`config.mk`:
```
export PLATFORM = sky130hd
export DESIGN_NAME = gpio_bank_arbiter
export DESIGN_NICKNAME = d
export VERILOG_FILES = /design/src/rtl/gpio_bank_arbiter.sv
export SDC_FILE = /design/constraint.sdc
export NUM_CORES = 1
export LEC_CHECK = 0
export CELL_PAD_IN_SITES_DETAIL_PLACEMENT = 1
export CELL_PAD_IN_SITES_GLOBAL_PLACEMENT = 1
export CORE_ASPECT_RATIO = 0.5
export CORE_UTILIZATION = 32
export CTS_CLUSTER_SIZE = 12
export DETAILED_ROUTE_END_ITERATION = 12
export PLACE_DENSITY_LB_ADDON = 0.1
export SETUP_SLACK_MARGIN = 0.5
export SLEW_MARGIN = 40
export SYNTH_ARGS = -nofsm -noshare
export SYNTH_HDL_FRONTEND = slang
export SYNTH_SLANG_ARGS = --single-unit
```
`constraint.sdc`:
```
create_clock -name clk_48p0 -period 2.7 [get_ports clk_48p0]
set_clock_uncertainty 0.05 [all_clocks]
set_input_delay 0.405 -clock clk_48p0 [delete_from_list [all_inputs] [get_ports clk_48p0]]
set_output_delay 0.405 -clock clk_48p0 [all_outputs]
set_load 0.01 [all_outputs]
```
`src/rtl/gpio_bank_arbiter.sv`:
```
// Time-shares one bank of tristate pins among NUM_REQ requesters with round-robin grants,
// a bounded hold time and an all-OE-low turnaround gap; also synchronises pin readback.
//
// state | meaning
// IDLE  | no owner; arbitrate among asserted req
// OWN   | gnt one-hot; owner's req_out/req_oe slice drives the pins
// TURN  | all OE low for TURN_CYC cycles before the next arbitration
module gpio_bank_arbiter #(
  parameter int NUM_REQ  = 3,
  parameter int PIN_W    = 4,
  parameter int TURN_CYC = 2,
  parameter int MAX_HOLD = 8
) (
  input  logic                     clk_48p0,
  input  logic                     rst_n,
  input  logic [NUM_REQ-1:0]       req,
  input  logic [NUM_REQ*PIN_W-1:0] req_out,
  input  logic [NUM_REQ*PIN_W-1:0] req_oe,
  output logic [NUM_REQ-1:0]       gnt,
  output logic [PIN_W-1:0]         pin_out,
  output logic [PIN_W-1:0]         pin_oe,
  input  logic [PIN_W-1:0]         pin_in,
  output logic [PIN_W-1:0]         in_sync,
  output logic                     busy
);
  localparam int LW = (NUM_REQ > 1) ? $clog2(NUM_REQ) : 1;
  localparam int HW = $clog2(MAX_HOLD + 2);
  localparam int TW = (TURN_CYC > 1) ? $clog2(TURN_CYC) : 1;
  localparam logic [HW-1:0] HOLD_SAT = HW'(MAX_HOLD);
  localparam logic [HW-1:0] HOLD_PRE = HW'((MAX_HOLD > 0) ? MAX_HOLD - 1 : 0);
  localparam logic [TW-1:0] TURN_LD  = TW'(TURN_CYC - 1);
  localparam logic [LW-1:0] LAST_RST = LW'(NUM_REQ - 1);

  typedef enum logic [1:0] {IDLE, OWN, TURN} state_t;

  state_t               state;
  logic [LW-1:0]        last_owner;
  logic [HW-1:0]        hold_cnt;
  logic [TW-1:0]        turn_cnt;
  logic [PIN_W-1:0]     sync1;
  logic [2*NUM_REQ-1:0] rot;
  logic [LW-1:0]        win;
  logic                 found;
  int                   w;
  logic                 owner_req;
  logic                 other_req;
  logic                 preempt;

  // Rotate the request vector so bit 0 is the requester just after last_owner.
  always_comb begin
    found = 1'b0;
    win   = '0;
    w     = 0;
    rot   = {req, req} >> ({1'b0, last_owner} + 1'b1);
    for (int k = 0; k < NUM_REQ; k++) begin
      if (!found && rot[k]) begin
        found = 1'b1;
        w = int'(last_owner) + 1 + k;
        if (w >= NUM_REQ) w = w - NUM_REQ;
        win = LW'(w);
      end
    end
  end

  assign owner_req = |(req & gnt);
  assign other_req = |(req & ~gnt);
  // >= so a saturated holder yields on the first cycle someone else asks.
  assign preempt   = (MAX_HOLD != 0) && (hold_cnt >= HOLD_PRE) && other_req;

  always_ff @(posedge clk_48p0 or negedge rst_n) begin
    if (!rst_n) begin
      state      <= IDLE;
      gnt        <= '0;
      busy       <= 1'b0;
      last_owner <= LAST_RST;
      hold_cnt   <= '0;
      turn_cnt   <= '0;
    end else begin
      case (state)
        IDLE: begin
          if (found) begin
            state      <= OWN;
            busy       <= 1'b1;
            gnt        <= NUM_REQ'(1) << win;
            last_owner <= win;
            hold_cnt   <= '0;
          end
        end
        OWN: begin
          if (hold_cnt != HOLD_SAT) hold_cnt <= hold_cnt + 1'b1;
          if (!owner_req || preempt) begin
            state    <= TURN;
            gnt      <= '0;
            turn_cnt <= TURN_LD;
          end
        end
        TURN: begin
          if (turn_cnt == '0) begin
            state <= IDLE;
            busy  <= 1'b0;
          end else begin
            turn_cnt <= turn_cnt - 1'b1;
          end
        end
        default: begin
          state <= IDLE;
          gnt   <= '0;
          busy  <= 1'b0;
        end
      endcase
    end
  end

  // Gated by the registered grant, so reset clears the pins without waiting for an edge.
  always_comb begin
    pin_out = '0;
    pin_oe  = '0;
    for (int i = 0; i < NUM_REQ; i++) begin
      if (gnt[i]) begin
        pin_out = pin_out | req_out[i*PIN_W +: PIN_W];
        pin_oe  = pin_oe  | req_oe[i*PIN_W +: PIN_W];
      end
    end
  end

  always_ff @(posedge clk_48p0 or negedge rst_n) begin
    if (!rst_n) begin
      sync1   <= '0;
      in_sync <= '0;
    end else begin
      sync1   <= pin_in;
      in_sync <= sync1;
    end
  end

endmodule
```
After elaboration in Yosys (flattened, before gate mapping):

Index checks and enable logic that the tools add are counted.

* add/subtract/negate cells: 9
* $lt $le $gt $ge: 4
* equality and inequality tests: 7
* shift-type cells: 2
* mux-type cells: 31
* bitwise gates (word level): 9
* reduce and logical (&&, ||, !) cells: 18

Operator list (number)
* two-way mux 4 bit: 8
* two-way mux 2 bit: 9
* bitwise OR 4 bit: 4
* AND reduction 3 bit: 4
* case mux 3 bit (3 select lines): 1
* >= comparator 4 x 2 -> 1 bit (second input constant): 2
* != test 2 bit (second input constant): 4
* case mux 4 bit (2 select lines): 1
* two-way mux 1 bit: 7
* adder 2 x 1 -> 3 bit (second input constant): 2
* AND 3 bit: 2
* two-way mux 3 bit: 2
* case mux 2 bit (3 select lines): 1
* OR reduction 3 bit: 2
* right shift 6 x 3 -> 3 bit: 1
* subtractor 2 bit (second input constant): 3
* adder 3 x 1 -> 4 bit (second input constant): 1
* adder 3 x 2 -> 4 bit (second input constant): 1
* adder 4 x 1 -> 4 bit (second input constant): 1
* >= comparator 4 x 3 -> 1 bit (second input constant): 1
* != test 4 bit (second input constant): 1
* AND reduction 2 bit: 2
* nonzero test 2 bit: 2
* >= comparator 3 x 2 -> 1 bit (second input constant): 1
* other kinds (12): 17

* register bits after elaboration: 21
* bits of input ports: 33
* output and inout bits: 16
* logic and storage cells: 88

Longest topological paths before layout:

Gate-level depths: netlist (run 1).

* depth after elaboration: 12
* depth in mapped cells: 8
* mapped depth without buffers: 7

Worst setup path before layout (run 1):

OpenSTA, ideal clock, no wires.

* kind: reg-to-reg
* start: register last_owner[1]
* end: register gnt[1]
* library setup time: 0.121 ns
* arrival time: 1.883 ns
* required time: 2.529 ns
* setup slack: 0.645 ns
* cell stages (with the launch flop): 8
* path buffers: 1
* clock period less this slack: 2.055 ns
* cell sequence: dfstp_2 > buf_4 > inv_1 > ha_1 > inv_1 > a2111oi_2 > nor4_2 > a32o_2

* word-level cells in the longest chain between the ends: 12
* elaborated cells on any way between the ends: 29
* those cells by class: add/sub: 7; order compare: 3; eq/ne: 1; shift: 2; mux: 11; reduce/logical: 5

Ends and longest elaborated chain
* start: declaration: RTL line 37 `logic [LW-1:0] last_owner;`
* start signal: assignment: RTL line 85 `last_owner <= win;`
* parallel branches: the longest is 12 deep, another holds adder 3 x 1 -> 4 bit
* end signal: assignment: RTL line 84 `gnt <= NUM_REQ'(1) << win;`
* end: declaration: RTL line 19 `output logic [NUM_REQ-1:0] gnt,`

Parallel ways; which one is timed is not known. The select of a mux whose other input is x is not followed.
A chain may end at the register's enable or synchronous reset.

Worst setup path after layout (run 1):

* start: input port req_out[0]
* end: output port pin_out[0]

* word-level cells in the longest chain between the ends: 5

Ends and longest elaborated chain
* start: declaration: RTL line 17 `input logic [NUM_REQ*PIN_W-1:0] req_out,`
* two-way mux 4 bit (*): RTL line 119 `if (gnt[i]) begin`
* bitwise OR 4 bit: RTL line 120 `pin_out = pin_out | req_out[i*PIN_W +: PIN_W];`
* two-way mux 4 bit (*): RTL line 119
* bitwise OR 4 bit: RTL line 120
* two-way mux 4 bit (*): RTL line 119
* end: declaration: RTL line 20 `output logic [PIN_W-1:0] pin_out,`

Mark *: on every way between the ends. The rest lies on a longest branch, timed or not.

==> run_results.csv, run 1 <==
group,metric,value,unit
finish,area_growth,49.3,%
sta,period_needed,2.14,ns
routing,wl_per_cell,15.4,µm
setup_path,critPathLaunch,"req_out[0]",
yosys,synthesis.area,1250,µm²
yosys,yosys.area.top_type_share,40.0,%
global_routing,overflow,0,
run_status,run_status,"complete, no violations",
clock_tree,cts_made_buffers,3,
power_and_ir_drop,power.density,879,nW/µm²
power_and_ir_drop,ir_worst_vdd,0.542,mV
yosys,synth-xor-area-share,1.40,%
setup_path,r2r_setup_slack,0.63,ns
yosys,synthCells,126,
yosys,synth.distinct_cells,46,
clock_tree,cts.clk_slew.worst_paths,0.07,ns
yosys,synth_edf_count,0,
setup_path,crit_path_max_fanout,1,
yosys,synth_common_cells,"20 x dfrtp_1, 16 x inv_1, 12 x nand2_1",
yosys,avgSynthCellArea,9.94,µm²
yosys,yosysWarnings,0,
setup_path,critical_path_class,"input port to output pin",
clock_tree,tritoncts,"done",
setup_path,r2r_cells,6,
yosys,synth_seq_area_share,42.1,%
min_path,min_path_cells,0,
yosys,async_flop_share,100,%
setup_path,cp-endpoint,"pin_out[0]",
run,max_cap_viol_count,0,
sta,setup_tns,0,ns
yosys,yosysMostFrequentCell,"dfrtp_1",
finish,antennaDiodeCount,0,
power_and_ir_drop,finalPower,1.64,mW
min_path,hold_path.class,"register to register",
yosys,muxShareOfSynthArea,2.80,%
setup_path,arrival,1.69,ns
routing,drt-initial-drc-count,40,
yosys,synth_fa_ha_area_share,5.00,%
setup_path,crit_top_cell,"clkdlybuf4s50_1",
setup_path,cp_slowest_cell,"clkdlybuf4s50_1",
global_routing,track_usage,15.9,%
finish,fin_nets,216,
global_routing,grt_pass1_wl,5.06,mm
yosys,yosys.area.top_type,"dfrtp_1",
sta,finalSetupViolCount,0,
yosys,synth_area_leaders,"dfrtp_1 40%, a222oi_1 7.2%, ha_1 5.0%, inv_1 4.8%, nand2_1 3.6%",
global_routing,grt_max_degree,22,
sta,max_freq,466,MHz
finish,drive_above_1_share,13.0,%
routing,ant_nets,0,
clock_tree,htree_levels,1,
yosys,synth-compound-area-share,21.2,%
placement,dp_hpwl,2.53,mm
setup_path,crit_required,2.25,ns
finish,utilization,52.1,%
die,io_pins,49,
global_routing,antenna_found_initial,0,
routing,via_per_inst,5.14,
clock_tree,clock_sinks,21,
sta,report.final.slew_viol_count,0,
setup_path,timing.rr.end,"gnt[1]",
die,die_w,90.5,µm
yosys,ys.flop_type,"dfrtp_1",
yosys,synthSimpleGateAreaFrac,18.9,%
yosys,ys_seq_elements,21,
sta,slew_headroom,69.5,%
die,core-area,3580,µm²
yosys,syn_nets,164,
power_and_ir_drop,leakage,0.877,nW
clock_tree,clockBufferDepth,2,
routing,drcViolationCount,0,
placement,gp_congestion,0.763,
setup_path,cp_cell_sequence,"clkdlybuf4s50_1, a222oi_1, inv_1, clkdlybuf4s50_1",
routing,drt_pre_antenna_iters,4,
setup_path,reg2reg_from,"last_owner[1]",
setup_path,startpoint_type,"input port",
sta,hold_violations,0,
sta,rsz0062_at_grt,"yes",
clock_tree,clk_latency,0.27,ns
die,start_util,34.9,%
yosys,synth_top_family_by_area,"compound AO/OA/AOI/OAI gates",
routing,vias,1171,
die,rows,15,
die,chipHeight,46.2,µm
setup_path,cp-end-kind,"output pin",
sta,worstMarginPinSlew,0.455,ns
setup_path,cpPeakStageDelay,0.48,ns
routing,wirelength,3.51,mm
clock_tree,cts_root_buffer,"clkbuf_8",
global_routing,grt_pass1_vias,1100,
placement,port_buffers,48,
sta,finalCritPeriodShare,79.4,%
die,die-area,4180,µm²
==> how the worst min path moves through the flow <==
| stage | slack, ns | endpoint | from |
|---|---|---|---|
| final | 0.31 | in_sync[3] | sync1[3] |
| after global routing | 0.32 | in_sync[3] | sync1[3] |
| after CTS | 0.31 | in_sync[3] | sync1[3] |
| after detailed placement | 0.29 | in_sync[2] | sync1[2] |
| after global placement | 0.28 | in_sync[3] | sync1[3] |
| after floorplan | 0.06 | busy | rst_n |
==> power by group <==
part,total (mW),switching (mW),internal [mW]
sequential,0.502,0.0955,0.406
combinational,0.937,0.478,0.459
clock,0.206,0.102,0.103
==> sequential cells by signal, indices dropped and copies added, names as in the netlist <==
register and count:
hold_cnt 4, in_sync 4, sync1 4, gnt 3, last_owner 2, state 2, busy 1, turn_cnt 1
==> what timing repair did <==
| item | 4_1_cts | 5_1_grt |
|---|---|---|
| hold buffers | 0 | 0 |
| setup buffers | 1 | 4 |
| pin swaps | 2 | 5 |
| gates resized for setup | 4 | 7 |
| setup endpoints to repair | 7 | 8 |
==> per-stage QoR <==
| stage | instances | worst slack (ns) | hold WS, ns | cell area (µm²) |
|---|---|---|---|---|
| finish | 228 | 0.556 | 0.307 | 1870 |
| global route | 228 | 0.459 | 0.317 | 1870 |
| CTS | 224 | 0.513 | 0.310 | 1820 |
| detailed placement | 219 | 0.281 | 0.293 | 1760 |
| global placement | 219 | 0.353 | 0.285 | 1760 |
| floorplan | 126 | 0.645 | 0.0594 | 1250 |
==> layout by cell type (no fill, tap or decap), types with 2 or more instances in the layout <==
master / Yosys / layout
o2bb2ai_1: 2 / 2
dfrtp_1: 20 / 17
dfrtp_2: 0 / 3
nor4b_1: 2 / 2
clkbuf_8: 0 / 3
buf_4: 4 / 5
a21oi_1: 2 / 2
o21ai_0: 4 / 4
clkdlybuf4s50_1: 0 / 43
or2b_1: 2 / 2
nor3b_1: 2 / 2
mux2i_1: 2 / 2
nand3_1: 2 / 2
dlymetal6s2s_1: 0 / 5
nand2_1: 12 / 12
inv_1: 16 / 16
nor2_1: 7 / 7
nor2b_1: 2 / 2
nand2b_1: 3 / 3
ha_1: 5 / 4
a222oi_1: 9 / 9
==> layer usage <==
layer | track usage (%) | routed length [µm]
met1 | 18.1 | 1550
met2 | 29.8 | 1700
met3 | 5.45 | 242
met4 | 3.87 | 24
met5 | 0 | 0
==> kinds of logic (layout without fill, tap and decap cells) <==
logic type                 count (synthesis)  count (layout)
buffers and inverters                     23              74
muxes                                      3               3
and+or+nand+nor                           41              41
AOI/OAI and AO/OA                         31              31
adders and majority gates                  5               5
xor gates and xnor gates                   2               2
DFF                                       21              21
==> cell type report <==
cell class              instances  area [µm²]
clock buffers                   3        41.3
multi-input cells              82         633
well taps                      51        63.8
flip-flops and latches         21         531
fillers                       413        1720
clock inverters                 1        5.00
inverters                      16        60.1
repair buffers                 54         536
==> critical path, delay by kind of cell <==
kind / cells / cell delay, ns
AO/OA/AOI/OAI: 1 / 0.32
buffers and inverters: 3 / 0.97
Power figures use the tool's default switching activity.
==> run 2, diff against run 1 <==
==> constraint.sdc (replaced) <==
create_clock -name clk_48p0 -period 2.25 [get_ports clk_48p0]
set_clock_uncertainty 0.05 [all_clocks]
set_input_delay 0.3375 -clock clk_48p0 [delete_from_list [all_inputs] [get_ports clk_48p0]]
set_output_delay 0.3375 -clock clk_48p0 [all_outputs]
set_load 0.01 [all_outputs]
==> run_results.csv, run 2 (same netlist as run 1, synthesis figures left out) <==
group,metric,value,unit
run_status,run_status,"complete, no violations",
power_and_ir_drop,leakage,0.913,nW
finish,nFillCells,398,
placement,dp_slack,-0.0143,ns
sta,period_needed,1.95,ns
die,die_w,90.5,µm
global_routing,overflow,0,
placement,dp_hpwl,2.60,mm
finish,antennaDiodeCount,0,
global_routing,grt_max_degree,22,
sta,fin_ws,0.298,ns
finish,fin_nets,231,
sta,report.final.slew_viol_count,0,
clock_tree,tritoncts,"done",
clock_tree,cts_made_buffers,3,
finish,drive_above_1_share,26.6,%
finish,area_growth,60.7,%
die,io_pins,49,
routing,drt_pre_antenna_iters,4,
clock_tree,holdBufCountCts,0,
sta,max_freq,512,MHz
finish,reg_top3,"hold_cnt (4), in_sync (4), sync1 (4)",
placement,gp_congestion,0.810,
setup_path,crit_path_max_fanout,9,
sta,rsz0062_at_grt,"yes",
die,die-area,4180,µm²
sta,worstMarginPinSlew,0.562,ns
global_routing,antenna_found_initial,0,
placement,placed_cells,226,
clock_tree,htree_levels,1,
setup_path,arrival,2.08,ns
clock_tree,clockBufferDepth,2,
setup_path,cp-end-kind,"register",
power_and_ir_drop,ir_worst_vdd,0.507,mV
placement,port_buffers,48,
finish,multiInputGateArea,689,µm²
finish,fin_cells,243,
global_routing,grt_pass1_vias,1204,
setup_path,crit_required,2.38,ns
routing,ant_nets,0,
finish,final_cell_mix,"36 x clkdlybuf4s50_1, 17 x dfrtp_1, 14 x inv_1, 14 x buf_4, 12 x nand2_1",
finish,seq_area,531,µm²
run,max_cap_viol_count,0,
routing,wirelength,4.09,mm
min_path,hold_path.class,"register to register",
die,core-area,3580,µm²
clock_tree,cts_root_buffer,"clkbuf_8",
routing,drt-initial-drc-count,52,
routing,via_per_inst,5.24,
routing,drcViolationCount,0,
global_routing,track_usage,19.3,%
setup_path,critical_path_class,"register to register",
routing,wl_per_cell,16.8,µm
clock_tree,cts.clk_slew.worst_paths,0.08,ns
die,start_util,34.9,%
sta,finalCritPeriodShare,86.7,%
power_and_ir_drop,power.density,1110,nW/µm²
die,chipHeight,46.2,µm
sta,finalSetupViolCount,0,
global_routing,grt_pass1_wl,6.10,mm
finish,mostFrequentLayoutCell,"clkdlybuf4s50_1",
clock_tree,clk_latency,0.26,ns
sta,slew_headroom,62.4,%
die,rows,15,
sta,hold_violations,0,
routing,vias,1274,
setup_path,startpoint_type,"register",
clock_tree,clock_sinks,21,
run 2: what timing repair did:
action / in CTS / in global routing
pin swaps: 16 / 10
setup endpoints to repair: 18 / 18
buffers inserted: 8 / 5
resized for setup: 45 / 11
run 2: stage by stage:
step | util, % | setup TNS, ns | instance area [µm²] | hold slack [ns] | total power [mW]
global route | 56.2 | 0 | 2010 | 0.306 | 2.41
floorplan | - | 0 | 1270 | -0.00809 | 1.32
finish | 56.2 | 0 | 2010 | 0.301 | 2.24
global placement | 50.9 | 0 | 1820 | 0.283 | 1.70
CTS | 53.9 | 0 | 1930 | 0.304 | 2.10
detailed placement | 50.9 | -0.0259 | 1820 | 0.292 | 1.73
run 2: routing by layer:
| layer | global-route usage, % | routed length, µm | share of wire [%] | up-vias |
|---|---|---|---|---|
| li1 | - | - | - | 596 |
| met1 | 23.0 | 1700 | 41 | 616 |
| met2 | 34.7 | 1940 | 47 | 52 |
| met3 | 5.94 | 357 | 8.7 | 10 |
| met4 | 6.45 | 98 | 2.4 | 0 |
| met5 | 0 | 0 | 0 | - |
run 2: final timing paths:
path | startpoint | endpoint | slack (ns) | cells past startpoint
max | last_owner[0] | last_owner[1] | 0.30 | 6
min | sync1[3] | in_sync[3] | 0.30 | 0
max reg2reg | last_owner[0] | last_owner[1] | 0.30 | 6
min reg2reg | sync1[3] | in_sync[3] | 0.30 | 0
max in group asynchronous | rst_n | last_owner[1] | 1.51 | 2
min in group asynchronous | rst_n | hold_cnt[2] | 0.37 | 2
run 2: where the power goes:
part | switching, mW | internal [mW] | total, mW
Clock | 0.114 | 0.126 | 0.240
Combinational | 0.712 | 0.700 | 1.41
Sequential | 0.104 | 0.487 | 0.591
Total | 0.931 | 1.31 | 2.24
run 2: critical path: stages (launching register included):
cell	delay (ns)
dfrtp_1	0.44
buf_6	0.17
or4b_4	0.52
o32ai_2	0.23
nor4_4	0.11
nand2_1	0.12
a21boi_1	0.22
run 2: cell type report:
class | count | area share [%]
multi-input combinational | 82 | 34.2
timing repair buffer | 69 | 30.9
sequential | 21 | 26.4
tap | 51 | 3.17
inverter | 16 | 3.11
clock buffer | 4 | 2.24
==> run 3, diff against run 2 <==
--- a/config.mk
+++ b/config.mk
@@ -8,6 +8,7 @@
 export CELL_PAD_IN_SITES_DETAIL_PLACEMENT = 1
 export CELL_PAD_IN_SITES_GLOBAL_PLACEMENT = 1
 export CORE_ASPECT_RATIO = 0.5
+export CORE_MARGIN = 2
 export CORE_UTILIZATION = 32
 export CTS_CLUSTER_SIZE = 12
 export DETAILED_ROUTE_END_ITERATION = 12
==> run_results.csv, run 3 (same netlist as run 1, synthesis figures left out) <==
group,metric,value,unit
finish,mostFrequentLayoutCell,"clkdlybuf4s50_1",
sta,hold_violations,0,
routing,drt-initial-drc-count,56,
routing,wl_per_cell,17.6,µm
clock_tree,clk_latency,0.26,ns
global_routing,grt.busiest_layer,"met2",
run_status,run_status,"complete, no violations",
global_routing,use_met3,4.79,%
setup_path,crit_top_cell,"nand2_1",
clock_tree,clockBufferDepth,2,
clock_tree,cts_root_buffer,"clkbuf_8",
routing,vias,1254,
sta,finalCritPeriodShare,84.4,%
routing,via_per_inst,5.14,
die,core-area,3580,µm²
global_routing,overflow,0,
power_and_ir_drop,power.density,1140,nW/µm²
die,rows,15,
power_and_ir_drop,sequentialPowerShare,25.5,%
finish,seq_area,531,µm²
global_routing,use_met1,24.2,%
power_and_ir_drop,ir_worst_vdd,0.495,mV
global_routing,grtUsageMet2,32.6,%
setup_path,cp_cell_sequence,"buf_6, or4b_4, nand2_1, o31ai_2, nand2_1, a32o_2",
setup_path,cpPeakStageDelay,0.57,ns
placement,dp_hpwl,2.79,mm
die,start_util,34.9,%
run,max_cap_viol_count,0,
die,die-area,4460,µm²
setup_path,cpLargestDelayFamily,"compound AO/OA/AOI/OAI gates",
power_and_ir_drop,switching_power,968,µW
power_and_ir_drop,clkPwrFrac,10.5,%
clock_tree,htree_levels,1,
min_path,hold_path.class,"register to register",
placement,port_buffers,48,
clock_tree,cts.clk_slew.worst_paths,0.07,ns
routing,ant_nets,0,
clock_tree,clock_sinks,21,
finish,drive_above_1_share,29.0,%
sta,finalSetupViolCount,0,
global_routing,grt_pass1_wl,6.22,mm
sta,setup_tns,0,ns
setup_path,crit_buf_inv,1,
routing,drcViolationCount,0,
routing,wirelength,4.29,mm
setup_path,critical_path_class,"register to register",
finish,multiInputGateArea,716,µm²
clock_tree,holdBufCountCts,0,
global_routing,grt_pass1_vias,1252,
setup_path,crit_path_max_fanout,13,
finish,reg_top3,"hold_cnt (4), in_sync (4), sync1 (4)",
finish,antennaDiodeCount,0,
finish,final_cell_mix,"35 x clkdlybuf4s50_1, 17 x dfrtp_1, 15 x inv_1",
placement,gp_congestion,0.859,
die,chipHeight,48.2,µm
power_and_ir_drop,leakage,0.928,nW
clock_tree,cts_made_buffers,3,
global_routing,track_usage,18.4,%
finish,area_growth,63.1,%
routing,drt_pre_antenna_iters,4,
finish,fin_nets,232,
sta,report.final.slew_viol_count,0,
setup_path,crit_required,2.35,ns
setup_path,cp-end-kind,"register",
sta,period_needed,1.90,ns
finish,nFillCells,399,
sta,max_freq,527,MHz
die,io_pins,49,
sta,whs,0.302,ns
power_and_ir_drop,internal_power,1.36,mW
setup_path,startpoint_type,"register",
power_and_ir_drop,combinationalPowerShare,64.1,%
sta,slew_headroom,70.5,%
die,die_w,92.5,µm
sta,worstMarginPinSlew,0.437,ns
setup_path,r2r_setup_slack,0.35,ns
clock_tree,tritoncts,"done",
global_routing,antenna_found_initial,0,
power_and_ir_drop,p_sw_share,41.7,%
setup_path,cp_slowest_cell,"dfstp_2",
global_routing,grt_max_degree,22,
setup_path,arrival,2.00,ns
sta,rsz0062_at_grt,"yes",
-- run 3: worst paths after layout --
path / from / endpoint / cells after the start
min in group asynchronous: rst_n / last_owner[0] / 2
worst min register to register: sync1[3] / in_sync[3] / 0
worst max register to register: last_owner[1] / gnt[1] / 6
worst max-delay path: last_owner[1] / gnt[1] / 6
max in group asynchronous: rst_n / last_owner[1] / 2
worst min-delay path: sync1[3] / in_sync[3] / 0
-- run 3: routing by layer --
| metal | vias up | part of all wire [%] |
|---|---|---|
| li1 | 591 | - |
| met1 | 616 | 47 |
| met2 | 45 | 46 |
| met3 | 2 | 6.3 |
| met4 | 0 | 0.63 |
| met5 | - | 0 |
-- run 3: metrics by stage --
stage	setup WS [ns]	instance area, µm²	utilization, %	cells	power, mW
floorplan	0.315	1270	-	126	1.32
global placement	0.0141	1830	51.1	227	1.71
detailed placement	-0.00522	1830	51.1	227	1.74
CTS	0.389	1970	54.9	240	2.17
global route	0.276	2040	57.0	244	2.48
finish	0.351	2040	57.0	244	2.32
-- run 3: power by group through the flow --
stage          clock [mW]  combinational (mW)  sequential (mW)
3_3_place_gp            0                1.09            0.622
6_report            0.243                1.49            0.592
4_1_cts             0.255                1.33            0.588
2_1_floorplan           0               0.746            0.574
5_1_grt             0.269                1.61            0.608
3_5_place_dp            0                1.12            0.621
-- run 3: area by class of cell --
type | instances | share of cell area (%)
multi-input combinational | 82 | 35.0
timing repair buffer | 70 | 30.6
sequential | 21 | 26.0
tap | 51 | 3.12
inverter | 16 | 3.06
clock buffer | 4 | 2.20
-- run 3: repair_timing --
action	in CTS	in global routing
setup endpoints to repair	20	18
buffers inserted	9	4
resized for setup	48	12
pin swaps	17	11
-- run 3: worst reg2reg max path, cell delays in order, from the launching register on --
cell,delay [ns]
dfstp_2,0.57
buf_6,0.17
or4b_4,0.17
nand2_1,0.06
o31ai_2,0.35
nand2_1,0.15
a32o_2,0.28
